==> src/rtl/motor_sequencer.sv <==
// Run-state controller in front of motor_control_top. Generates the speed-meter
// time base, slews the PWM command toward its target once per tick, and walks
// every direction change through ramp-down and brake before restarting.
// There is no valid/ready handshake here: i_enable and i_target_* are levels
// sampled every clock, and i_speed is qualified by the one-cycle
// i_speed_valid strobe.
module motor_sequencer #(
    parameter int K_PWMRES   = 10,
    parameter int K_TBDIV    = 16,
    parameter int K_SPDWIDTH = 15
) (
    input  logic                  i_clk,
    input  logic                  i_rst_n,
    input  logic                  i_enable,
    input  logic                  i_target_reverse,
    input  logic [K_PWMRES-1:0]   i_target_pwm,
    input  logic [K_TBDIV-1:0]    i_param_tb_div,
    input  logic [K_PWMRES-1:0]   i_param_ramp_step,
    input  logic [3:0]            i_param_pwr_level,
    input  logic [K_SPDWIDTH-1:0] i_param_stop_thr,
    input  logic [7:0]            i_param_brake_timeout,
    input  logic [K_SPDWIDTH-1:0] i_speed,
    input  logic                  i_speed_valid,
    output logic                  o_speed_time_base,
    output logic [K_PWMRES-1:0]   o_pwm_command,
    output logic [3:0]            o_pwr_command,
    output logic                  o_brake,
    output logic                  o_reverse,
    output logic                  o_running,
    output logic [2:0]            o_state,
    output logic                  o_brake_timeout
);

    typedef enum logic [2:0] {
        IDLE      = 3'd0,
        RAMP_UP   = 3'd1,
        RUN       = 3'd2,
        RAMP_DOWN = 3'd3,
        BRAKE     = 3'd4
    } state_t;

    localparam int PW1 = K_PWMRES + 1;

    state_t              state, state_n;
    logic [K_TBDIV-1:0]  tb_cnt;
    logic                tick;
    logic [7:0]          brk_cnt, brk_cnt_n;
    logic [K_PWMRES-1:0] pwm_n, pwm_slew, pwm_down;
    logic [3:0]          pwr_n, pwr_lvl;
    logic                brake_n, reverse_n, running_n, timeout_n;
    logic [PW1-1:0]      up_sum, tgt_plus_step;
    logic [8:0]          brk_inc;

    // Tick is asserted combinationally in the cycle the counter wraps.
    assign tick = (tb_cnt >= i_param_tb_div);

    // Time-base counter and registered tick output.
    always_ff @(posedge i_clk or negedge i_rst_n) begin
        if (!i_rst_n) begin
            tb_cnt            <= '0;
            o_speed_time_base <= 1'b0;
        end else begin
            tb_cnt            <= tick ? '0 : tb_cnt + 1'b1;
            o_speed_time_base <= tick;
        end
    end

    // Slew arithmetic at one extra bit so sums never wrap before saturation.
    always_comb begin
        pwr_lvl       = (i_param_pwr_level > 4'd10) ? 4'd10 : i_param_pwr_level;
        up_sum        = {1'b0, o_pwm_command} + {1'b0, i_param_ramp_step};
        tgt_plus_step = {1'b0, i_target_pwm} + {1'b0, i_param_ramp_step};
        brk_inc       = {1'b0, brk_cnt} + 9'd1;
        pwm_slew      = o_pwm_command;
        if (o_pwm_command < i_target_pwm) begin
            if (i_param_ramp_step == '0 || up_sum >= {1'b0, i_target_pwm})
                pwm_slew = i_target_pwm;
            else
                pwm_slew = up_sum[K_PWMRES-1:0];
        end else if (o_pwm_command > i_target_pwm) begin
            if (i_param_ramp_step == '0 || {1'b0, o_pwm_command} <= tgt_plus_step)
                pwm_slew = i_target_pwm;
            else
                pwm_slew = o_pwm_command - i_param_ramp_step;
        end
        if (i_param_ramp_step == '0 || o_pwm_command <= i_param_ramp_step)
            pwm_down = '0;
        else
            pwm_down = o_pwm_command - i_param_ramp_step;
    end

    // Next-state and next-output logic; outputs follow the state they enter.
    always_comb begin
        state_n   = state;
        pwm_n     = o_pwm_command;
        pwr_n     = o_pwr_command;
        brake_n   = o_brake;
        reverse_n = o_reverse;
        timeout_n = o_brake_timeout;
        brk_cnt_n = brk_cnt;
        case (state)
            IDLE: begin
                pwm_n   = '0;
                pwr_n   = 4'd0;
                brake_n = 1'b1;
                if (i_enable) begin
                    state_n   = RAMP_UP;
                    reverse_n = i_target_reverse;
                    timeout_n = 1'b0;
                    brake_n   = 1'b0;
                    pwr_n     = pwr_lvl;
                end
            end
            RAMP_UP, RUN: begin
                brake_n = 1'b0;
                pwr_n   = pwr_lvl;
                if (!i_enable || (i_target_reverse != o_reverse)) begin
                    // Leaving wins over a slew step in the same cycle.
                    state_n = RAMP_DOWN;
                end else begin
                    if (tick)
                        pwm_n = pwm_slew;
                    if (state == RAMP_UP && pwm_n == i_target_pwm)
                        state_n = RUN;
                end
            end
            RAMP_DOWN: begin
                brake_n = 1'b0;
                pwr_n   = pwr_lvl;
                if (tick)
                    pwm_n = pwm_down;
                if (pwm_n == '0) begin
                    state_n   = BRAKE;
                    brake_n   = 1'b1;
                    pwr_n     = 4'd0;
                    brk_cnt_n = 8'd0;
                end
            end
            BRAKE: begin
                brake_n = 1'b1;
                pwm_n   = '0;
                pwr_n   = 4'd0;
                if (i_speed_valid && (i_speed < i_param_stop_thr)) begin
                    state_n = IDLE;
                end else if (tick) begin
                    if (brk_inc >= {1'b0, i_param_brake_timeout}) begin
                        state_n   = IDLE;
                        timeout_n = 1'b1;
                    end else begin
                        brk_cnt_n = brk_inc[7:0];
                    end
                end
            end
            default: begin
                state_n = IDLE;
                pwm_n   = '0;
                pwr_n   = 4'd0;
                brake_n = 1'b1;
            end
        endcase
        running_n = (state_n == RUN);
    end

    // State and output registers, all updated on the same edge.
    always_ff @(posedge i_clk or negedge i_rst_n) begin
        if (!i_rst_n) begin
            state           <= IDLE;
            o_pwm_command   <= '0;
            o_pwr_command   <= 4'd0;
            o_brake         <= 1'b1;
            o_reverse       <= 1'b0;
            o_running       <= 1'b0;
            o_brake_timeout <= 1'b0;
            brk_cnt         <= 8'd0;
        end else begin
            state           <= state_n;
            o_pwm_command   <= pwm_n;
            o_pwr_command   <= pwr_n;
            o_brake         <= brake_n;
            o_reverse       <= reverse_n;
            o_running       <= running_n;
            o_brake_timeout <= timeout_n;
            brk_cnt         <= brk_cnt_n;
        end
    end

    assign o_state = state;

endmodule
==> config.mk <==
export PLATFORM = sky130hd
export DESIGN_NAME = motor_sequencer
export DESIGN_NICKNAME = d
export VERILOG_FILES = /design/src/rtl/motor_sequencer.sv
export SDC_FILE = /design/constraint.sdc
export NUM_CORES = 1
export LEC_CHECK = 0
export BUFFER_PORTS_ARGS = -buffer_cell sky130_fd_sc_hd__buf_2
export CAP_MARGIN = 10
export CORE_MARGIN = 1
export CORE_UTILIZATION = 45
export CTS_CLUSTER_SIZE = 25
export DETAILED_ROUTE_END_ITERATION = 8
export PLACE_DENSITY = 0.67
export SLEW_MARGIN = 10
export SYNTH_ARGS = -nofsm -noshare
export SYNTH_HDL_FRONTEND = slang
export SYNTH_SLANG_ARGS = --single-unit
==> constraint.sdc <==
create_clock -name i_clk -period 4.5 [get_ports i_clk]
set_input_delay 0.225 -clock i_clk [delete_from_list [all_inputs] [get_ports i_clk]]
set_output_delay 0.225 -clock i_clk [all_outputs]
set_load 0.02 [all_outputs]
==> results of run 1 <==
-- how the worst max path moves through the flow --
stage          slack, ns              endpoint  cells past startpoint
6_report            0.14  o_state[1]$_DFF_PN0_                     19
4_1_cts            0.002  o_state[0]$_DFF_PN0_                     21
3_5_place_dp       -0.50  o_state[0]$_DFF_PN0_                     23
2_1_floorplan       0.03  o_state[0]$_DFF_PN0_                     18
5_1_grt            -0.08  o_state[1]$_DFF_PN0_                     24
3_3_place_gp       -0.43  o_state[0]$_DFF_PN0_                     23
-- logic make-up after synthesis --
logic type	after synthesis	synth area share
AOI/OAI and AO/OA	239	0.253
and+or+nand+nor	256	0.203
xor gates and xnor gates	48	0.0684
adders and majority gates	103	0.207
muxes	14	0.0231
buffers and inverters	107	0.0645
DFF	46	0.182
-- worst register-to-register path, cell delays in order, from the launching register on --
cell and delay (ns):
dfrtp_2 0.47, ha_1 0.23, buf_4 0.15, nor3_1 0.26
buf_4 0.16, nand2_1 0.04, o32ai_1 0.44, nor2_1 0.18
ha_1 0.22, nand3_1 0.06, nand2_1 0.07, a211o_1 0.33
a211oi_2 0.18, buf_4 0.17, mux2i_1 0.08, a31oi_1 0.21
o32ai_1 0.12, or4b_4 0.56, nor3_4 0.22, o21bai_1 0.13
-- metal layers --
| metal | up-vias | GRT usage |
|---|---|---|
| met5 | - | 0 |
| met4 | 0 | 0.106 |
| met3 | 68 | 0.0340 |
| met2 | 268 | 0.472 |
| met1 | 3232 | 0.362 |
| li1 | 3362 | - |
-- power breakdown --
part / switching (W) / internal (W) / total [W]
clock network: 0.000145 / 0.000262 / 0.000407
registers: 0.000162 / 0.000547 / 0.000709
logic: 0.00187 / 0.00145 / 0.00332
-- sequential cells by signal, summed over array words and instances, names as in the netlist --
signal,flops
o_pwr_command,4
o_brake_timeout,1
o_speed_time_base,1
o_pwm_command,10
o_state,3
o_reverse,1
tb_cnt,16
o_running,1
brk_cnt,8
o_brake,1
-- cell usage in the layout (no fill, tap or decap), types with 4 or more instances in the layout --
cell and instances:
or4_1 4, a221oi_1 4, xor2_1 18, mux2_2 4, ha_4 6, or3_1 5
inv_1 81, a211oi_1 10, o21a_1 10, o21ai_1 4, o21ai_0 43, clkbuf_16 5
nor4_1 7, nor2b_1 11, buf_2 104, nand3_1 30, nor3_1 18, a31oi_1 12
nand2_1 45, buf_4 103, ha_1 94, a21oi_1 53, nand2b_1 12, dfrtp_1 38
xnor2_1 28, a211o_1 4, a21o_1 23, dfrtp_2 7, o211ai_1 7, a21oi_2 6
o22a_1 7, or2_2 5, nand4_1 12, and3_1 11, mux2i_1 9, nor2_1 73
-- cell type report --
class / count / area [um2]
Fill cell: 1285 / 5570
Multi-Input combinational cell: 660 / 5070
Timing Repair Buffer: 210 / 1330
Sequential cell: 46 / 1160
Inverter: 84 / 319
Tap cell: 180 / 225
Clock buffer: 7 / 133
Clock inverter: 1 / 30.0
-- through the flow --
stage	power, W	setup TNS, ns
finish	0.00443	0
global placement	0.00371	-1.51
detailed placement	0.00373	-1.86
global route	0.00476	-0.219
CTS	0.00423	0
floorplan	0.00252	0
-- what timing repair did --
action	CTS	global route
gates resized for setup	9	53
buffers inserted	3	4
pin swaps	8	28
endpoints found under the setup margin	3	9
==> impl_metrics.env, run 1 <==
export IMPL_ys_types=76
export IMPL_post_route_cell_area_um2=8260
export IMPL_start_util=0.459
export IMPL_setup_viol=0
export IMPL_crit_top_cell="buf_4"
export IMPL_fmax_mhz=229
export IMPL_synth_seq_cells=46
export IMPL_pre_cts_ws_ns=-0.505
export IMPL_startpoint_type="register"
export IMPL_syn_nets=999
export IMPL_maxSlewHeadroom=0.330
export IMPL_crit_arrival_ns=4.58
export IMPL_yosys_area_top_type="ha_1"
export IMPL_min_path_type="input port to asynchronous set/reset pin"
export IMPL_n_antenna_cell=0
export IMPL_finalHoldViolations=0
export IMPL_h_tree_depth=2
export IMPL_ys_flop_type="dfrtp_1"
export IMPL_synth_edff_count=0
export IMPL_drcViolationCount=0
export IMPL_std_cell_rows=43
export IMPL_ant_nets=0
export IMPL_worstPathRequired_ns=4.71
export IMPL_dieArea_um2=14600
export IMPL_synth_area_um2=6340
export IMPL_reg2regPathDepth=19
export IMPL_outcome="finished, final reports clean"
export IMPL_worst_pin_slew_ns=1.00
export IMPL_reg2reg_from="o_pwm_command[5]$_DFFE_PN0P_"
export IMPL_clock_skew_ns=0.00303
export IMPL_ir_drop_mv=0.351
export IMPL_gp_congestion=1.00
export IMPL_synth_yosys_seq_area_share=0.182
export IMPL_port_buffers=104
export IMPL_grt_pass1_vias=6304
export IMPL_path_buf_inv=3
export IMPL_grt_pass1_wl_um=31900
export IMPL_fin_ws_ns=0.137
export IMPL_top_layer="met4"
export IMPL_path_cells="ha_1, buf_4, nor3_1, buf_4, nand2_1, o32ai_1, nor2_1, ha_1, nand3_1, nand2_1, a211o_1, a211oi_2, buf_4, mux2i_1, a31oi_1, o32ai_1, or4b_4, nor3_4, o21bai_1"
export IMPL_dr_pass1_iters=5
export IMPL_path_class="register to register"
export IMPL_die_x_um=121
export IMPL_startpoint="o_pwm_command[5]$_DFFE_PN0P_"
export IMPL_dp_cells=1173
export IMPL_powerDensity_nw_per_um2=537
export IMPL_syn_to_final_growth_pct=30.2
export IMPL_num_vias=6930
export IMPL_wl_met1_um=8750
export IMPL_fp_coreArea_um2=13800
export IMPL_hold_slack_ns=0.106
export IMPL_period_share=0.970
export IMPL_drive_gt1_frac=0.281
export IMPL_crit_path_end_kind="register"
export IMPL_hpwl_um=16400
export IMPL_wl_met3_um=1400
export IMPL_p_leak_nw=4.21
export IMPL_vias_per_cell=5.83
export IMPL_overflow=0
export IMPL_wl_per_cell_um=17.2
export IMPL_crit_family="compound AO/OA/AOI/OAI gates"
export IMPL_synth_common_cells="ha_1 (100), inv_1 (82), nor2_1 (74)"
export IMPL_slew_violations=0
export IMPL_clk_latency_ns=0.28
export IMPL_die_h_um=121
export IMPL_synth_area_top_cells="ha_1 (20%), dfrtp_1 (18%), inv_1 (4.9%), a21oi_1 (4.6%), nor2_1 (4.4%)"
export IMPL_cp_slowest_stage_delay_ns=0.56
export IMPL_max_cap_viol_count=0
export IMPL_grt_use_total=0.279
export IMPL_synth_avg_cell_area_um2=7.80
export IMPL_final_min_clock_period_ns=4.36
export IMPL_cts_tree="done"
export IMPL_cts_made_buffers=5
export IMPL_r2r_end="o_state[1]$_DFF_PN0_"
export IMPL_grt_antenna_before_repair=0
export IMPL_met2WireLength_um=9380
export IMPL_synth_top_area_share=0.197
export IMPL_reg2reg_slack_ns=0.14
export IMPL_final_cells=1188
export IMPL_fin_util=0.598
export IMPL_wl_um=20400
export IMPL_grt_max_degree=47
export IMPL_root_buffer="clkbuf_16"
export IMPL_synth_yosys_warnings=0
export IMPL_synth_cells=813
export IMPL_nets=1193
export IMPL_placed_area_um2=7750
export IMPL_cts_sinks=46
export IMPL_worstPathMaxFanout=4
export IMPL_clk_pin_slew_ns=0.06
export IMPL_critical_path_slowest_cell="or4b_4"
export IMPL_synth_most_common_cell="ha_1"
export IMPL_cts_buffer_depth=2
export IMPL_ctsHoldBuffers=0
export IMPL_num_io_pins=105
export IMPL_drt_iter0_drc=599
export IMPL_synthArstFlopShare=1.00
Note: power is estimated with default switching activity, not from simulation.
==> inputs of run 2 (changes only) <==
--- a/config.mk
+++ b/config.mk
@@ -8,10 +8,10 @@
 export BUFFER_PORTS_ARGS = -buffer_cell sky130_fd_sc_hd__buf_2
 export CAP_MARGIN = 10
 export CORE_MARGIN = 1
-export CORE_UTILIZATION = 45
+export CORE_UTILIZATION = 53
 export CTS_CLUSTER_SIZE = 25
 export DETAILED_ROUTE_END_ITERATION = 8
-export PLACE_DENSITY = 0.67
+export PLACE_DENSITY = 0.77
 export SLEW_MARGIN = 10
 export SYNTH_ARGS = -nofsm -noshare
 export SYNTH_HDL_FRONTEND = slang
==> impl_metrics.env, run 2 (synthesized netlist as in run 1, its figures left out) <==
export IMPL_finalHoldViolations=0
export IMPL_setup_viol=3
export IMPL_min_path_type="input port to asynchronous set/reset pin"
export IMPL_hpwl_um=16100
export IMPL_maxSlewHeadroom=0.454
export IMPL_p_leak_nw=4.21
export IMPL_ant_nets=0
export IMPL_slew_violations=0
export IMPL_drcViolationCount=10
export IMPL_met2WireLength_um=9740
export IMPL_drt_iter0_drc=743
export IMPL_crit_arrival_ns=4.81
export IMPL_drive_gt1_frac=0.274
export IMPL_wl_met1_um=8010
export IMPL_cts_tree="done"
export IMPL_violations="design-rule violations, negative setup slack"
export IMPL_dr_pass1_iters=8
export IMPL_port_buffers=104
export IMPL_fp_coreArea_um2=11600
export IMPL_max_cap_viol_count=0
export IMPL_h_tree_depth=2
export IMPL_cts_sinks=46
export IMPL_critical_path_slowest_cell="or4b_4"
export IMPL_grt_antenna_before_repair=0
export IMPL_largest_register="tb_cnt"
export IMPL_clock_skew_ns=0.00966
export IMPL_reg_largest_list="tb_cnt (16), o_pwm_command (10), brk_cnt (8)"
export IMPL_vias_per_cell=6.14
export IMPL_overflow=0
export IMPL_wl_met3_um=2020
export IMPL_layout_commonest_cell="buf_2"
export IMPL_worst_pin_slew_ns=0.814
export IMPL_hold_slack_ns=0.0234
export IMPL_wl_um=21000
export IMPL_reg2reg_from="o_pwm_command[0]$_DFFE_PN0P_"
export IMPL_rsz0062_at_grt="true"
export IMPL_syn_to_final_growth_pct=29.4
export IMPL_final_min_clock_period_ns=4.59
export IMPL_startpoint_type="input port"
export IMPL_fmax_mhz=218
export IMPL_pre_cts_ws_ns=-0.690
export IMPL_fin_ws_ns=-0.0905
export IMPL_ctsHoldBuffers=0
export IMPL_largest_register_ffs=16
export IMPL_final_cell_mix="buf_2 (102), buf_4 (100), ha_1 (93)"
export IMPL_std_cell_rows=39
export IMPL_top_layer="met4"
export IMPL_cts_made_buffers=5
export IMPL_crit_path_end_kind="register"
export IMPL_worstPathMaxFanout=3
export IMPL_num_io_pins=105
export IMPL_die_h_um=111
export IMPL_die_x_um=111
export IMPL_ir_drop_mv=0.426
export IMPL_clk_pin_slew_ns=0.07
export IMPL_root_buffer="clkbuf_16"
export IMPL_n_antenna_cell=0
export IMPL_dieArea_um2=12400
export IMPL_path_class="input port to register"
export IMPL_power_total_w=0.00450
export IMPL_path_buf_inv=3
export IMPL_reg2reg_slack_ns=-0.04
export IMPL_outcome="finished with violations"
export IMPL_reg2regPathDepth=22
export IMPL_r2r_end="o_state[1]$_DFF_PN0_"
export IMPL_clk_latency_ns=0.29
export IMPL_grt_use_total=0.331
export IMPL_period_share=1.02
export IMPL_fin_util=0.710
export IMPL_wl_per_cell_um=18.3
export IMPL_start_util=0.549
export IMPL_grt_pass1_vias=6697
export IMPL_crit_family="compound AO/OA/AOI/OAI gates"
export IMPL_grt_pass1_wl_um=32700
export IMPL_gp_congestion=1.06
export IMPL_worstPathRequired_ns=4.72
export IMPL_powerDensity_nw_per_um2=549
export IMPL_cp_slowest_stage_delay_ns=0.47
export IMPL_nets=1189
export IMPL_grt_max_degree=47
export IMPL_crit_top_cell="a21oi_2"
export IMPL_startpoint="i_param_ramp_step[1]"
export IMPL_fillerInstances=977
export IMPL_cts_buffer_depth=2
export IMPL_num_vias=7048
-- run 2: worst max-delay path by stage --
stage,endpoint,slack [ns],cells past startpoint
after detailed placement,o_state[0]$_DFF_PN0_,-0.69,24
after global placement,o_state[0]$_DFF_PN0_,-0.60,24
final,o_state[1]$_DFF_PN0_,-0.09,25
after CTS,o_state[0]$_DFF_PN0_,0.01,24
after global routing,o_state[1]$_DFF_PN0_,-0.34,25
after floorplan,o_state[0]$_DFF_PN0_,0.03,18
-- run 2: routing by layer --
layer  up-vias  global-route usage
met5         -                   0
li1       3346                   -
met3       106              0.0414
met4         0               0.167
met1      3197               0.413
met2       399               0.565
-- run 2: repair_timing --
action | CTS | global route
setup buffers | 1 | 8
resized for setup | 18 | 50
setup endpoints to repair | 3 | 9
pin swaps | 8 | 31
-- run 2: report_power, final --
part / internal (W) / leakage (nW) / switching (W)
clock network: 0.000220 / 0.0739 / 0.000153
logic: 0.00148 / 3.54 / 0.00195
registers: 0.000545 / 0.601 / 0.000156
-- run 2: final cells by class --
type,count,area (um2),share of cell area
sequential,46,1160,0.141
timing repair buffer,206,1310,0.160
tap,143,179,0.0218
clock inverter,1,5.00,0.000610
multi-input combinational,660,5100,0.621
clock buffer,7,143,0.0174
inverter,84,315,0.0384
-- run 2: per-stage QoR --
step	area (um2)	std cells	TNS, ns
after detailed placement	7660	1130	-2.76
after CTS	7900	1139	0
final	8210	1147	-0.243
after floorplan	6360	813	0
after global routing	8210	1147	-1.02
after global placement	7660	1130	-2.31
==> inputs of run 3 (changes only) <==
--- a/config.mk
+++ b/config.mk
@@ -8,10 +8,10 @@
 export BUFFER_PORTS_ARGS = -buffer_cell sky130_fd_sc_hd__buf_2
 export CAP_MARGIN = 10
 export CORE_MARGIN = 1
-export CORE_UTILIZATION = 53
+export CORE_UTILIZATION = 55
 export CTS_CLUSTER_SIZE = 25
 export DETAILED_ROUTE_END_ITERATION = 8
-export PLACE_DENSITY = 0.77
+export PLACE_DENSITY = 0.76
 export SLEW_MARGIN = 10
 export SYNTH_ARGS = -nofsm -noshare
 export SYNTH_HDL_FRONTEND = slang
==> constraint.sdc (replaced) <==
create_clock -name i_clk -period 5.6 [get_ports i_clk]
set_input_delay 0.28 -clock i_clk [delete_from_list [all_inputs] [get_ports i_clk]]
set_output_delay 0.28 -clock i_clk [all_outputs]
set_load 0.02 [all_outputs]
==> impl_metrics.env, run 3 (synthesized netlist as in run 1, its figures left out) <==
export IMPL_rsz0062_at_grt="false"
export IMPL_worstPathMaxFanout=9
export IMPL_grt_use_total=0.347
export IMPL_dieArea_um2=12000
export IMPL_cts_buffer_depth=2
export IMPL_h_tree_depth=2
export IMPL_port_buffers=104
export IMPL_largest_register_ffs=16
export IMPL_std_cell_rows=38
export IMPL_grt_antenna_before_repair=0
export IMPL_die_x_um=109
export IMPL_placed_area_um2=7090
export IMPL_ant_nets=0
export IMPL_fillerInstances=981
export IMPL_nets=1106
export IMPL_grt_pass1_wl_um=31800
export IMPL_ir_drop_mv=0.342
export IMPL_period_share=0.949
export IMPL_fmax_mhz=188
export IMPL_cp_slowest_stage_delay_ns=0.55
export IMPL_hpwl_um=16400
export IMPL_seqCellArea_um2=1150
export IMPL_reg2regPathDepth=16
export IMPL_reg2reg_from="o_pwm_command[3]$_DFFE_PN0P_"
export IMPL_min_path_type="input port to asynchronous set/reset pin"
export IMPL_crit_cells=16
export IMPL_path_cells="ha_1, inv_1, o221ai_1, mux2_2, a2111oi_2, ha_1, a21oi_1, o21ai_0, o21bai_1, a211oi_2, mux2i_1, a31oi_1, o32ai_1, or4b_1, nor3_2, o21ai_0"
export IMPL_path_class="register to register"
export IMPL_powerDensity_nw_per_um2=434
export IMPL_crit_arrival_ns=5.48
export IMPL_grt_pass1_vias=6449
export IMPL_start_util=0.575
export IMPL_reg_largest_list="tb_cnt (16), o_pwm_command (10), brk_cnt (8)"
export IMPL_outcome="finished, final reports clean"
export IMPL_crit_family="compound AO/OA/AOI/OAI gates"
export IMPL_critPathCapture="o_state[0]$_DFF_PN0_"
export IMPL_ctsHoldBuffers=0
export IMPL_cts_setup_buffers=0
export IMPL_clock_skew_ns=0.00260
export IMPL_drt_iter0_drc=518
export IMPL_gp_congestion=0.983
export IMPL_cts_made_buffers=5
export IMPL_drcViolationCount=0
export IMPL_crit_path_end_kind="register"
export IMPL_clk_pin_slew_ns=0.06
export IMPL_wl_per_cell_um=19.3
export IMPL_critical_path_slowest_cell="a211oi_2"
export IMPL_r2r_end="o_state[0]$_DFF_PN0_"
export IMPL_final_cell_mix="buf_2 (104), ha_1 (100), inv_1 (82)"
export IMPL_n_antenna_cell=0
export IMPL_drive_gt1_frac=0.164
export IMPL_dr_pass1_iters=5
export IMPL_vias_per_cell=6.31
export IMPL_startpoint="o_pwm_command[3]$_DFFE_PN0P_"
export IMPL_syn_to_final_growth_pct=14.3
export IMPL_cts_tree="done"
export IMPL_fp_coreArea_um2=11000
export IMPL_layout_commonest_cell="buf_2"
export IMPL_startpoint_type="register"
export IMPL_grt_max_degree=47
export IMPL_cts_sinks=46
export IMPL_root_buffer="clkbuf_16"
export IMPL_wl_um=20500
export IMPL_final_min_clock_period_ns=5.32
export IMPL_max_cap_viol_count=0
export IMPL_p_leak_nw=3.73
export IMPL_worst_pin_slew_ns=1.07
export IMPL_post_route_cell_area_um2=7250
export IMPL_num_io_pins=105
export IMPL_num_vias=6700
export IMPL_slew_violations=0
export IMPL_path_buf_inv=1
export IMPL_setup_tns_ns=0
export IMPL_finalHoldViolations=0
export IMPL_worstPathRequired_ns=5.76
export IMPL_maxSlewHeadroom=0.286
export IMPL_reg2reg_slack_ns=0.28
export IMPL_setup_viol=0
export IMPL_largest_register="tb_cnt"
export IMPL_multi_input_area_um2=4780
export IMPL_clk_latency_ns=0.29
export IMPL_overflow=0
export IMPL_die_h_um=109
export IMPL_post_cts_resized=0
## run 3: how the worst min path moves through the flow
stage                         start                         end  cells after the start
2_1_floorplan               i_rst_n      brk_cnt[0]$_DFFE_PN0P_                      0
3_3_place_gp   i_param_pwr_level[3]  o_pwr_command[2]$_DFF_PN0_                      2
3_5_place_dp   i_param_pwr_level[3]  o_pwr_command[2]$_DFF_PN0_                      2
4_1_cts        i_param_pwr_level[3]  o_pwr_command[2]$_DFF_PN0_                      2
5_1_grt        i_param_pwr_level[3]  o_pwr_command[2]$_DFF_PN0_                      2
6_report                    i_rst_n         tb_cnt[6]$_DFF_PN0_                      1
## run 3: routing by layer
metal | vias to the layer above | GRT usage | wire length (um)
li1 | 3199 | - | -
met1 | 3154 | 0.411 | 8420
met2 | 259 | 0.603 | 9770
met3 | 88 | 0.0545 | 1320
met4 | 0 | 0.183 | 1000
met5 | - | 0 | 0
## run 3: through the flow
stage	setup slack, ns	util	hold WS, ns	total power, W	instances
after global placement	0.331	0.643	0.479	0.00269	1053
after floorplan	1.04	-	-0.0156	0.00202	813
after detailed placement	0.226	0.643	0.489	0.00275	1053
after global routing	0.0356	0.657	0.190	0.00337	1061
after CTS	0.373	0.657	0.182	0.00310	1061
final	0.284	0.657	0.186	0.00315	1061
## run 3: cell type report
class	count	area share
Sequential cell	46	0.159
Timing Repair Buffer	123	0.0914
Multi-Input combinational cell	660	0.660
Tap cell	140	0.0242
Clock inverter	1	0.00414
Clock buffer	7	0.0183
Inverter	84	0.0435
## run 3: report_power, final
group / switching, W / internal, W / leakage (nW) / total (W)
Clock: 0.000126 / 0.000211 / 0.0781 / 0.000338
Sequential: 0.000118 / 0.000436 / 0.608 / 0.000555
Combinational: 0.00141 / 0.000849 / 3.05 / 0.00226
## run 3: worst register-to-register path, cell delays in order (launching register included)
cell and delay (ns):
dfrtp_1 0.44, ha_1 0.49, inv_1 0.16, o221ai_1 0.39
mux2_2 0.39, a2111oi_2 0.53, ha_1 0.36, a21oi_1 0.15
o21ai_0 0.09, o21bai_1 0.21, a211oi_2 0.55, mux2i_1 0.16
a31oi_1 0.25, o32ai_1 0.10, or4b_1 0.54, nor3_2 0.25
o21ai_0 0.12
